File: src/rtl/fir_output_quantizer.sv
// fir_output_quantizer: round, shift and saturate a 32-bit FIR output to 16 bits over a two-stage AXI-Stream pipeline
module fir_output_quantizer #(
  parameter int SHIFT = 15
) (
  input  logic               i_clk,
  input  logic               i_rst_n,
  input  logic signed [31:0] ss_i_tdata,
  input  logic               ss_i_tvalid,
  input  logic               ss_i_tlast,
  output logic               ss_o_tready,
  output logic signed [15:0] ms_o_tdata,
  output logic               ms_o_tvalid,
  output logic               ms_o_tlast,
  input  logic               ms_i_tready,
  input  logic               i_sat_clr,
  output logic               o_sat_flag,
  output logic [15:0]        o_sat_count
);
  localparam logic signed [32:0] HALF = 33'sd1 <<< (SHIFT - 1);
  localparam logic signed [32:0] MAX = 33'sd32767;
  localparam logic signed [32:0] MIN = -33'sd32768;
  logic               s1_valid;
  logic               s1_last;
  logic signed [32:0] s1_r;
  logic signed [32:0] rnd;
  logic               s2_sat;
  logic               s2_load;
  logic               s1_load;
  logic               hi;
  logic               lo;
  logic signed [15:0] sat_val;
  assign s2_load     = !ms_o_tvalid || ms_i_tready;
  assign s1_load     = !s1_valid || s2_load;
  assign ss_o_tready = i_rst_n && s1_load;
  assign rnd         = ($signed({ss_i_tdata[31], ss_i_tdata}) + HALF) >>> SHIFT;
  // clamp the rounded value into the 16-bit signed range and flag when clamping applied
  always_comb begin
    hi      = s1_r > MAX;
    lo      = s1_r < MIN;
    sat_val = hi ? 16'sh7fff : lo ? 16'sh8000 : s1_r[15:0];
  end
  // stage 1: rounded/shifted intermediate with its frame marker
  always_ff @(posedge i_clk or negedge i_rst_n) begin
    if (!i_rst_n) begin
      s1_valid <= 1'b0;
      s1_last  <= 1'b0;
      s1_r     <= '0;
    end else if (s1_load) begin
      s1_valid <= ss_i_tvalid;
      s1_last  <= ss_i_tlast;
      s1_r     <= rnd;
    end
  end
  // stage 2: saturated output register, held while downstream stalls
  always_ff @(posedge i_clk or negedge i_rst_n) begin
    if (!i_rst_n) begin
      ms_o_tvalid <= 1'b0;
      ms_o_tlast  <= 1'b0;
      ms_o_tdata  <= '0;
      s2_sat      <= 1'b0;
    end else if (s2_load) begin
      ms_o_tvalid <= s1_valid;
      if (s1_valid) begin
        ms_o_tlast <= s1_last;
        ms_o_tdata <= sat_val;
        s2_sat     <= hi || lo;
      end
    end
  end
  // saturation statistics, counted on output transfer; clear takes priority
  always_ff @(posedge i_clk or negedge i_rst_n) begin
    if (!i_rst_n) begin
      o_sat_flag  <= 1'b0;
      o_sat_count <= '0;
    end else if (i_sat_clr) begin
      o_sat_flag  <= 1'b0;
      o_sat_count <= '0;
    end else if (ms_o_tvalid && ms_i_tready && s2_sat) begin
      o_sat_flag <= 1'b1;
      if (o_sat_count != 16'hffff) o_sat_count <= o_sat_count + 16'd1;
    end
  end
endmodule
File: config.mk
export PLATFORM = sky130hd
export DESIGN_NAME = fir_output_quantizer
export DESIGN_NICKNAME = d
export VERILOG_FILES = /design/src/rtl/fir_output_quantizer.sv
export SDC_FILE = /design/constraint.sdc
export NUM_CORES = 1
export LEC_CHECK = 0
export CORE_UTILIZATION = 45
export DETAILED_ROUTE_END_ITERATION = 16
export PLACE_DENSITY = 0.74
export SLEW_MARGIN = 20
export SYNTH_ARGS = -nofsm -noshare
export SYNTH_HDL_FRONTEND = slang
export SYNTH_SLANG_ARGS = --single-unit
File: constraint.sdc
create_clock -name i_clk -period 2.21 [get_ports i_clk]
set_input_delay 0.663 -clock i_clk [delete_from_list [all_inputs] [get_ports i_clk]]
set_output_delay 0.663 -clock i_clk [all_outputs]
set_load 0.05 [all_outputs]
==> results of run 1 <==
-- layout by cell type (no fill, tap or decap), types with 3 or more instances in the layout --
master and count:
xnor2_1 14, nand3b_1 4, nand2b_1 4, dfrtp_1 54
inv_1 3, clkdlybuf4s50_1 23, or3_1 3, buf_4 63
nand3_1 12, a21oi_1 7, and3_1 4, or4_1 3
nor2b_1 8, nor3_1 8, nand4_1 9, clkbuf_8 5
o31ai_1 3, a31oi_1 3, nor4_1 5, mux2_2 10
nor2_1 48, o21ai_0 46, nand2_1 78
-- path summary, 6_finish.rpt --
check,from,endpoint,cells after the start
max reg2reg,o_sat_count[0],o_sat_count[12],5
max in group asynchronous,i_rst_n,o_sat_count[1],2
min in group asynchronous,i_rst_n,o_sat_count[15],2
max,ms_i_tready,ss_o_tready,4
min reg2reg,ms_o_tdata[5],ms_o_tdata[5],2
min,ms_o_tdata[5],ms_o_tdata[5],2
-- routing by layer --
metal | routed length, um | up-vias | track usage [%] | share of wire (%)
li1 | - | 1439 | - | -
met1 | 3510 | 1298 | 30.1 | 52
met2 | 2910 | 63 | 30.3 | 43
met3 | 249 | 6 | 2.36 | 3.7
met4 | 63 | 0 | 5.55 | 0.94
met5 | 0 | - | 0 | 0
-- logic make-up (layout without fill, tap and decap cells) --
family                     Yosys count  count (layout)
buffers and inverters               24             101
adders and majority gates            2               2
xor gates and xnor gates            15              15
DFF                                 56              56
AOI/OAI and AO/OA                   68              68
muxes                               11              11
and+or+nand+nor                    196             196
-- worst min-delay path: cells and delay by family, from the launching register on --
| family | cells | cell delay [ps] |
|---|---|---|
| simple gates | 1 | 50 |
| flops | 1 | 360 |
| compound gates | 1 | 60 |
-- power by group --
group	internal [mW]	total (mW)	switching (mW)
logic	0.300	0.834	0.535
clock network	0.326	0.633	0.308
registers	1.15	1.26	0.108
total	1.77	2.72	0.950
-- flip-flops by register name, summed over array words and instances (netlist names) --
signal       count
ms_o_tdata      16
ms_o_tlast       1
ms_o_tvalid      1
o_sat_count     16
o_sat_flag       1
s1_last          1
s1_r            18
s1_valid         1
s2_sat           1
-- layout make-up --
| cell class | instances | area [sq um] | share of cell area [%] |
|---|---|---|---|
| multi-input cells | 292 | 1580 | 39.8 |
| flip-flops and latches | 56 | 1400 | 35.3 |
| repair buffers | 92 | 782 | 19.7 |
| well taps | 77 | 96.3 | 2.42 |
| clock buffers | 5 | 68.8 | 1.73 |
| clock inverters | 1 | 30.0 | 0.755 |
| inverters | 3 | 11.3 | 0.283 |
==> results_dict.tcl, run 1 <==
set metrics [dict create \
    status "completed" \
    setup_viol 0 \
    grt_pass1_wl_um 11700 \
    gp_congestion 0.835 \
    finalWirelength_um 6730 \
    finalCritPeriodShare_pct 97.6 \
    muxShareOfSynthArea_pct 3.99 \
    synth_xor_area_share_pct 4.28 \
    via_per_inst 5.33 \
    synth_common_cells "nand2_1 (78), dfrtp_1 (56), nor2_1 (48), o21ai_0 (46), clkbuf_1 (20)" \
    cts_resized 1 \
    first_pass_iters 8 \
    synthAdderAreaFrac_pct 0.814 \
    worstMarginPinSlew_ps 883 \
    synth.area.top_cells "dfrtp_1 (46%), nand2_1 (9.5%), o21ai_0 (7.5%)" \
    cts_buffers 5 \
    grt_usage_pct 19.9 \
    worstSetupStartpointType "input port" \
    hold_class "reg2reg" \
    leakage_nw 1.78 \
    cts-root-buf "clkbuf_8" \
    setup_slack_ps 53.5 \
    ir_drop_mv 0.307 \
    nFillCells 589 \
    clock_skew_ps 4.78 \
    rows 29 \
    path_buf_inv 2 \
    yosysTopAreaCell "dfrtp_1" \
    tritoncts "yes" \
    synth_ff_type "dfrtp_1" \
    yosysMostFrequentCell "nand2_1" \
    start_util_pct 47.6 \
    slowest_stage "dlygate4sd2_1" \
    critPathRequiredTime_ps 1550 \
    die_w_um 84.6 \
    post_drt_wl_per_cell_um 12.8 \
    cts.sinks 56 \
    slew_headroom_pct 41.1 \
    clk-insertion-delay-late_ps 300 \
    synthSimpleGateAreaFrac_pct 30.0 \
    drv_slew 0 \
    initialDrtViolationCount 206 \
    antenna_cells 0 \
    setup_tns_ps 0 \
    synth_cells 372 \
    core_sq_um 6460 \
    route.detailed.drc 0 \
    place_ws_ps -180 \
    hpwlAfterDp_um 4920 \
    async_flop_share_pct 100 \
    post_cts.repair.setup_buffers 0 \
    synth-seq-cells 56 \
    port_buffers 59 \
    r2r_slack_ps 230 \
    cts_buffer_depth 2 \
    grt_overflow 0 \
    die-area_sq_um 7160 \
    cap_violations 0 \
    h-tree-depth 2 \
    crit_fanout 4 \
    worstSetupEndpointType "primary output" \
    nets 490 \
    cp.arrival_ps 1490 \
    synth_top_family_by_area "simple AND/OR/NAND/NOR gates" \
    grt_antenna_before_repair 0 \
    syn_to_final_growth_pct 29.4 \
    vias 2806 \
    yosys_warnings 0 \
    syn_area_per_cell_sq_um 8.26 \
    grt_max_degree 57 \
    drive_gt1_share_pct 19.6 \
    timing.final.crit_period_ps 2160 \
    syn-cell-area_sq_um 3070 \
    hold_slack_ps 492 \
    synth_compound_area_share_pct 12.4 \
    synth_top_area_share_pct 45.6 \
    fin_cells 526 \
    placed_area_sq_um 3870 \
    total_power_mw 2.72 \
    die_y_um 84.6 \
    synth_edf_count 0 \
    power_per_cell_area_nw_per_um2 685 \
    synth_cell_types 41 \
    grt_pass1_vias 2543 \
    clk_pin_slew_ps 90 \
    path_cells "dlygate4sd2_1 -> nand3b_1 -> and2_4 -> buf_12" \
    ys_seq_area_share_pct 45.6 \
    hold_viol 0 \
    crit_family "buffers and inverters" \
    final_util_pct 61.5 \
    cts-hold-fix-buffers 0 \
    cp_slowest_stage_delay_ps 290 \
    syn-num-nets 412 \
    post-route-cell-area_sq_um 3980 \
    max_freq_ghz 0.464 \
    ant_nets 0 \
    critPathKind "in2out" \
    num_io_pins 74 \
    placedCellCount 520 \
    rsz0062_at_grt "no" \
]
(Power assumes the default switching activity.)
==> run 2: changes to the inputs <==
- SETUP_SLACK_MARGIN: default -> 0.05
==> run 2 against run 1 <==
Effect of this change: sequential power about the same; die area did not move; final area shrank 0.13%; hold slack worse by 0.70 ps; sequential share of layout area barely moved.
==> results_dict.tcl, run 2 (synthesis gave the netlist of run 1 again) <==
set metrics [dict create \
    hold_viol 0 \
    clock_skew_ps 5.13 \
    path_buf_inv 2 \
    max_freq_ghz 0.464 \
    post_cts.repair.setup_buffers 0 \
    tritoncts "yes" \
    final_common_cell "nand2_1" \
    port_buffers 59 \
    ant_nets 0 \
    die_w_um 84.6 \
    r2r_slack_ps 230 \
    timing.final.crit_period_ps 2150 \
    syn_to_final_growth_pct 29.2 \
    grt_usage_pct 19.9 \
    critPathKind "in2out" \
    h-tree-depth 2 \
    registers.top_by_ff_count "s1_r" \
    start_util_pct 47.6 \
    comb_power_share_pct 30.6 \
    drv_slew 0 \
    multi_input_area_sq_um 1580 \
    p_sw_share_pct 34.9 \
    final_util_pct 61.5 \
    grt_pass1_wl_um 11700 \
    route.detailed.drc 0 \
    cp_slowest_stage_delay_ps 290 \
    worstSetupStartpointType "input port" \
    worstSetupEndpointType "primary output" \
    cp.arrival_ps 1490 \
    status "completed" \
    cts.sinks 56 \
    place_ws_ps -180 \
    grt_antenna_before_repair 0 \
    core_sq_um 6460 \
    finalWirelength_um 6710 \
    first_pass_iters 6 \
    total_power_mw 2.72 \
    crit_start "ms_i_tready" \
    post_drt_wl_per_cell_um 12.7 \
    top_regs "s1_r: 18 flops, ms_o_tdata: 16 flops, o_sat_count: 16 flops" \
    power_per_cell_area_nw_per_um2 686 \
    grt_max_degree 57 \
    drive_gt1_share_pct 19.6 \
    hpwlAfterDp_um 4920 \
    nets 490 \
    slowest_stage "dlygate4sd2_1" \
    hold_slack_ps 491 \
    post-route-cell-area_sq_um 3970 \
    finalCritPeriodShare_pct 97.5 \
    via_per_inst 5.35 \
    initialDrtViolationCount 213 \
    clkPwrFrac_pct 23.3 \
    regArea_sq_um 1400 \
    rows 29 \
    p_sw_mw 0.950 \
    cap_violations 0 \
    die_y_um 84.6 \
    setup_slack_ps 55.6 \
    cts-hold-fix-buffers 0 \
    clk-insertion-delay-late_ps 300 \
    die-area_sq_um 7160 \
    hold_class "reg2reg" \
    vias 2813 \
    placed_area_sq_um 3870 \
    grt_pass1_vias 2549 \
    hp-start "s1_last" \
    largest_reg_flops 18 \
    leakage_nw 1.76 \
    r2r-start "o_sat_count[0]" \
    worstMarginPinSlew_ps 884 \
    final_cell_mix "nand2_1 (78), buf_4 (63), dfrtp_1 (54), nor2_1 (48), o21ai_0 (46)" \
    cts_buffers 5 \
    slew_headroom_pct 41.1 \
    p_int_mw 1.77 \
    ir_drop_mv 0.307 \
    gp_congestion 0.835 \
    p_seq_share_pct 46.1 \
    antenna_cells 0 \
    cts-root-buf "clkbuf_8" \
    crit_family "buffers and inverters" \
    num_io_pins 74 \
    path_cells "dlygate4sd2_1 -> nand3b_1 -> and2_4 -> buf_12" \
    grt_overflow 0 \
    rsz0062_at_grt "yes" \
    cts_buffer_depth 2 \
    cts_resized 3 \
    critPathRequiredTime_ps 1550 \
    setup_viol 0 \
    crit_fanout 4 \
    clk_pin_slew_ps 90 \
    nFillCells 592 \
]
==> run 2: changes by cell type in the layout (fill, tap and decap cells not counted), sizes merged <==
cell           before  now
dlygate4sd2         1    3
dlymetal6s2s        2    1
clkdlybuf4s50      23   22
==> run 2: per-stage QoR <==
stage | std cells | setup TNS, ps
finish | 526 | 0
global route | 526 | 0
CTS | 526 | 0
detailed placement | 520 | -1660
global placement | 520 | -1330
floorplan | 372 | 0
==> run 2: final cells by class <==
class                           instances  share of cell area, %
Tap cell                               77                   2.43
Clock inverter                          1                  0.756
Sequential cell                        56                   35.4
Multi-Input combinational cell        292                   39.9
Inverter                                3                  0.284
Timing Repair Buffer                   92                   19.6
Clock buffer                            5                   1.73
==> run 2: layer usage <==
layer  vias up  track usage [%]  share of wire [%]
li1       1437                -                  -
met1      1306             30.1                 52
met2        64             30.4                 43
met3         6             2.36                3.8
met4         0             5.55               0.94
met5         -                0                  0
==> run 2: power groups by stage <==
| stage | Combinational (mW) | Clock, mW | Sequential, mW |
|---|---|---|---|
| floorplan | 0.270 | 0 | 1.52 |
| global placement | 0.822 | 0 | 1.27 |
| detailed placement | 0.839 | 0 | 1.28 |
| CTS | 0.839 | 0.648 | 1.25 |
| global route | 0.911 | 0.676 | 1.27 |
| finish | 0.834 | 0.633 | 1.25 |
==> run 2: worst min-delay path, delay by kind of cell, from the launching register on <==
family / cells / cell delay [ps]
flip-flops: 1 / 360
AND/OR/NAND/NOR: 2 / 100
==> run 2: final timing paths <==
path	endpoint	depth (start not counted)
setup / recovery	ss_o_tready	4
hold / removal	s1_last	2
setup reg to reg	o_sat_count[12]	5
hold reg to reg	s1_last	2
max in group asynchronous	o_sat_count[0]	2
min in group asynchronous	o_sat_count[13]	2
